<file path="config.mk">
export PLATFORM = sky130hd
export DESIGN_NAME = imem_shared_rom
export DESIGN_NICKNAME = d
export VERILOG_FILES = /design/src/rtl/imem_pkg.sv /design/src/rtl/rr_arbiter.sv /design/src/rtl/imem_shared_rom.sv
export SDC_FILE = /design/constraint.sdc
export NUM_CORES = 2
export LEC_CHECK = 0
export ABC_AREA = 1
export CORE_AREA = 2 2 293 295
export CTS_BUF_LIST = sky130_fd_sc_hd__clkbuf_4
export CTS_CLUSTER_DIAMETER = 50
export DETAILED_ROUTE_END_ITERATION = 8
export DIE_AREA = 0 0 295 297
export GPL_TIMING_DRIVEN = 0
export PLACE_DENSITY = 0.84
export SLEW_MARGIN = 20
export SYNTH_ARGS = -nofsm -noshare
export SYNTH_HDL_FRONTEND = slang
export SYNTH_HIERARCHICAL = 1
export SYNTH_SLANG_ARGS = --single-unit
</file>
<file path="constraint.sdc">
create_clock -name clk -period 83.3 [get_ports clk]
set_input_delay 16.66 -clock clk [delete_from_list [all_inputs] [get_ports clk]]
set_output_delay 16.66 -clock clk [all_outputs]
set_load 0.02 [all_outputs]
</file>
<file path="src/rtl/imem_pkg.sv">
// Types and constant words shared by the instruction memory and the core fetch stage.
package imem_pkg;

   typedef logic [31:0] word_t;

   // add $30,$0,$0 : harmless filler for every word not yet loaded
   localparam word_t NOP_WORD     = 32'h0000_f020;
   // returned (with an error flag) for out-of-window or unaligned fetches
   localparam word_t DEFAULT_WORD = 32'h0000_ffff;

endpackage

</file>
<file path="src/rtl/rr_arbiter.sv">
// Round-robin arbiter: grants the first requester at or above ptr (with wrap).
// The pointer register is owned by the parent so it can advance only on a transfer.
module rr_arbiter #(
   parameter int N  = 4,
   parameter int PW = (N > 1) ? $clog2(N) : 1
) (
   input  logic [N-1:0]  req,
   input  logic          enable,
   input  logic [PW-1:0] ptr,
   output logic [N-1:0]  gnt,
   output logic [PW-1:0] gnt_idx
);

   int idx;

   // Scan offsets from the far end down so the nearest requester to ptr is assigned last.
   always_comb begin
      gnt     = '0;
      gnt_idx = '0;
      idx     = 0;
      if (enable) begin
         for (int k = N - 1; k >= 0; k--) begin
            idx = (int'(ptr) + k) % N;
            if (req[idx]) begin
               gnt      = '0;
               gnt[idx] = 1'b1;
               gnt_idx  = PW'(idx);
            end
         end
      end
   end

endmodule

</file>
<file path="src/rtl/imem_shared_rom.sv">
// Shared loadable instruction memory: N_PORTS fetch ports, round-robin arbitration,
// one-cycle registered read, boot-time load port with priority over fetches.
module imem_shared_rom
   import imem_pkg::*;
#(
   parameter int          N_PORTS      = 4,
   parameter int          DEPTH        = 32,
   parameter int          AW           = $clog2(DEPTH),
   parameter logic [31:0] BASE_ADDRESS = 32'h0,
   parameter word_t       DEFAULT_WORD = imem_pkg::DEFAULT_WORD,
   parameter word_t       NOP_WORD     = imem_pkg::NOP_WORD
) (
   input  logic                  clk,
   input  logic                  reset,
   input  logic [N_PORTS-1:0]    req_valid,
   input  logic [32*N_PORTS-1:0] req_addr,
   output logic [N_PORTS-1:0]    req_ready,
   output logic [N_PORTS-1:0]    rsp_valid,
   output logic [32*N_PORTS-1:0] rsp_data,
   output logic [N_PORTS-1:0]    rsp_err,
   input  logic                  load_en,
   input  logic [AW-1:0]         load_addr,
   input  word_t                 load_data
);

   localparam int PW = (N_PORTS > 1) ? $clog2(N_PORTS) : 1;

   word_t               mem [DEPTH];
   logic [PW-1:0]       rr_ptr;
   logic [N_PORTS-1:0]  gnt;
   logic [PW-1:0]       gnt_idx;
   logic [31:0]         sel_addr;
   logic                hit;
   word_t               rd_word;

   // A load owns the cycle: the arbiter is disabled so fetches and loads never collide.
   rr_arbiter #(.N(N_PORTS), .PW(PW)) u_arb (
      .req     (req_valid),
      .enable  (~load_en),
      .ptr     (rr_ptr),
      .gnt     (gnt),
      .gnt_idx (gnt_idx)
   );

   assign req_ready = gnt;

   // Route the granted port's address to the decoder.
   always_comb begin
      sel_addr = '0;
      for (int i = 0; i < N_PORTS; i++) begin
         if (gnt[i]) sel_addr = req_addr[32*i +: 32];
      end
   end

   assign hit     = (sel_addr[31:AW+2] == BASE_ADDRESS[29-AW:0]) && (sel_addr[1:0] == 2'b00);
   assign rd_word = hit ? mem[sel_addr[AW+1:2]] : DEFAULT_WORD;

   // Pointer moves past the winner only when a transfer happened.
   always_ff @(posedge clk or posedge reset) begin
      if (reset) begin
         rr_ptr <= '0;
      end else if (|gnt) begin
         if (int'(gnt_idx) == N_PORTS - 1) rr_ptr <= '0;
         else                              rr_ptr <= gnt_idx + 1'b1;
      end
   end

   // Memory array: reset restores the NOP image, load port writes one word per cycle.
   always_ff @(posedge clk or posedge reset) begin
      if (reset) begin
         for (int i = 0; i < DEPTH; i++) mem[i] <= NOP_WORD;
      end else if (load_en) begin
         mem[load_addr] <= load_data;
      end
   end

   // Response registers: valid pulses for one cycle, data and error held per port.
   always_ff @(posedge clk or posedge reset) begin
      if (reset) begin
         rsp_valid <= '0;
         rsp_err   <= '0;
         rsp_data  <= '0;
      end else begin
         rsp_valid <= gnt;
         for (int i = 0; i < N_PORTS; i++) begin
            if (gnt[i]) begin
               rsp_data[32*i +: 32] <= rd_word;
               rsp_err[i]           <= ~hit;
            end
         end
      end
   end

`ifndef SYNTHESIS
   // Trace every fetch that will come back flagged, to help debug stray PCs.
   always_ff @(posedge clk) begin
      if (!reset && (|gnt) && !hit)
         $display("%0t imem_shared_rom: error response port %0d addr %h", $time, gnt_idx, sel_addr);
   end
`endif

endmodule

</file>
==> results.txt <==
dpl hpwl -> 162.7 mm
Tcrit/Tclk final -> 42.87%
# setup viols final -> 0
area share of the largest cell type after synthesis -> 44.66%
Startpoint Class -> input pin
Die H -> 297 um
critical path arrival -> 19.05 ns
Avg WL per Cell -> 24.13 um
crit path cell chain -> clkdlybuf4s50_1 > inv_1 > nand2_1 > nand3_2 > nand2_2 > inv_2 > nor2_4 > nand2_1 > nand3_1 > nand2_1 > inv_1 > clkdlybuf4s50_1
syn nets -> 7285
status -> finished with violations
Distinct cells, synth -> 41
Tmin final -> 35.71 ns
die width -> 295 um
first-pass GRT wire length -> 325.4 mm
number of global-route vias before repair -> 55244
Via-to-Cell Ratio -> 6.230
R2R setup slack -> 77.38 ns
Post-Route M1 WL -> 75.32 mm
worst hold start -> mem[1]$_DFFE_PP0P_
post-route ant nets -> 0
share of cells above drive strength 1 -> 12.58%
Num CTS Buffers -> 317
asr flop ratio synth -> 100.0%
initial core utilization -> 66.46%
num ports -> 312
WHS Path Cells -> 2
Total Power -> 0.003106 W
post-synthesis cell count -> 7104
synthesized cell area -> 56140 um2
initial drt markers -> 8296
max-slew violations -> 0
slowest stage cell, crit path -> clkdlybuf4s50_1
area of the core -> 84480 um2
Post-Route WL -> 220.2 mm
fin cells -> 9122
DRC -> 5
clk sinks -> 1162
Total Routing Usage GR -> 50.15%
Nets -> 7927
Clock Path Buffers -> 4
met2 WL -> 94.72 mm
largest net degree at the start of global routing -> 110
YS warnings -> 6
#FFs+latches synth -> 1162
port bufs -> 311
Area Growth Syn to Fin -> 15.71%
metal3 WL -> 32.88 mm
Max rail drop VDD -> 0.04157 mV
leakage power -> 31.18 nW
most used cell, CP -> nand2_1
WP buf/inv -> 5
WHS Endpoint -> mem[1]$_DFFE_PP0P_
Die ar. -> 87620 um2
Max Cap Viol -> 0
Post-Route Skew -> 0.09864 ns
Syn Area/Cell -> 7.903 um2
postcts setup bufs -> 0
largest area contributor in the netlist -> dfrtp_1
vias -> 56829
Post-Place Cells -> 8571
Crit path largest cell delay -> 0.69 ns
CTS tree -> built
Max transition margin -> 22.54%
Post-synth EDFFs -> 0
kind of critical path -> input pin to primary output
initial antenna violation count -> 16
gpl congestion -> 1.017
Top Metal Used -> met5
clk root buf -> clkbuf_4
H-tree depth -> 5
Max Clk Rate -> 0.02801 GHz
predominant post-synthesis flop cell -> dfrtp_1
Crit path max-delay family -> buffers and inverters
RSZ-0062 raised after global routing -> false
Power Density -> 47.81 nW/um2
crit path capture type -> primary output
Fin Setup TNS -> 0 ns
Worst-Margin Slew -> 1.152 ns
WP data required -> 66.64 ns
clock-pin slew on the worst setup and hold paths -> 0.06 ns
reg2reg start -> rr_ptr[0]$_DFFE_PP0P_
Hold-fix buffers, CTS -> 0
Seq/Total Area, Yosys -> 52.15%
Reg-to-Reg End -> rsp_data[62]$_DFFE_PP0P_
worst reg-to-reg path cell count -> 27
Worst Hold Class -> flop to flop
Skew-Pair Late Insertion Delay -> 1.30 ns
failing checks -> design-rule violations
synth top area cells -> dfrtp_1 45%, nand2_1 15%, nand3_1 11%, o21ai_0 8.9%, dfstp_2 7.5%
Max FO, Critical Path -> 5
total global routing overflow -> 0
Final Hold Viols -> 0
Row Count -> 107
CTS resizes -> 0
DR pass1 iterations -> 9
state kept, by name (all words and copies together) (netlist names):
signal / count
mem: 1024
rr_ptr: 2
rsp_data: 128
rsp_err: 4
rsp_valid: 4
logic make-up after synthesis:
group	Yosys count	synth area share [%]
DFF	1162	52.15
AOI/OAI and AO/OA	1135	10.23
and+or+nand+nor	3760	29.56
adders and majority gates	9	0.2006
muxes	9	0.1649
buffers and inverters	1029	7.689
how the worst max path moves through the flow:
stage / startpoint / endpoint / slack, ns / cells past startpoint
after floorplan: reset / mem[0]$_DFFE_PP0P_ / 34.18 / 1
after global placement: reset / mem[675]$_DFFE_PP0P_ / 22.01 / 2
after detailed placement: req_valid[2] / req_ready[2] / 47.73 / 12
after CTS: req_valid[2] / req_ready[2] / 47.72 / 12
after global routing: req_valid[2] / req_ready[1] / 47.49 / 12
final: req_valid[2] / req_ready[1] / 47.59 / 12
power by group:
part / internal (W) / switching (W)
Combinational: 0.000493 / 0.00134
Clock: 0.000269 / 0.000249
Sequential: 0.000688 / 0.0000655
area by class of cell:
type | count | area [um2]
antenna | 6 | 15.01
buffer | 615 | 2761
clock buffer | 468 | 3513
clock inverter | 77 | 415.4
fill | 6597 | 19510
inverter | 414 | 1564
multi-input combinational | 4913 | 22560
sequential | 1162 | 29280
tap | 1144 | 1431
timing repair buffer | 323 | 3423
per-stage QoR:
step	hold WS, ns	utilization, %	area [um2]	setup WS, ns
6_report	0.4764	76.90	64960	47.59
4_1_cts	0.4786	76.88	64950	47.72
3_5_place_dp	0.4643	72.23	61020	47.73
5_1_grt	0.4964	76.89	64960	47.49
2_1_floorplan	0.4444	-	56140	34.18
3_3_place_gp	0.4569	71.84	60690	22.01
cell usage in the layout, fill, tap and decap left out, types with 3 or more instances in the layout:
cell	synthesis	final
nand2_1	2221	2221
nand3_1	1237	1237
dfrtp_1	1002	1002
o21ai_0	1000	1000
clkbuf_4	0	468
inv_1	399	398
clkbuf_1	327	327
clkdlybuf4s50_1	0	311
buf_2	244	244
nand3b_1	193	193
dfstp_2	160	160
o21ai_1	66	66
clkinv_1	1	56
nor2_1	54	54
a21oi_1	46	46
buf_4	25	26
inv_2	13	17
nor2_2	15	15
clkinv_2	0	13
buf_1	12	11
buf_16	0	11
ha_1	9	9
nor3_1	11	8
buf_6	7	7
mux2i_1	7	7
nand3_2	7	7
diode_2	0	6
a21boi_1	6	6
nand2_2	6	6
o211ai_1	5	5
nor3_2	1	4
nand4_1	4	4
nand2_4	4	4
bufinv_16	0	4
nor2_4	3	3
a22oi_1	3	3
routing by layer:
layer | vias up | global-route usage, %
li1 | 24653 | -
met1 | 26806 | 60.14
met2 | 4299 | 73.04
met3 | 1047 | 20.31
met4 | 24 | 36.47
met5 | - | 0.05543
Yosys cell counts (46+ instances only):
| master | count |
|---|---|
| o21ai_0 | 1000 |
| buf_2 | 244 |
| inv_1 | 399 |
| a21oi_1 | 46 |
| dfrtp_1 | 1002 |
| dfstp_2 | 160 |
| clkbuf_1 | 327 |
| o21ai_1 | 66 |
| nand3_1 | 1237 |
| nor2_1 | 54 |
| nand3b_1 | 193 |
| nand2_1 | 2221 |
tightest hold or removal path, stage by stage, from the launching register on:
cell     delay [ns]
dfrtp_1        0.33
nand2_1        0.05
o21ai_0        0.06
(Power assumes the default switching activity.)
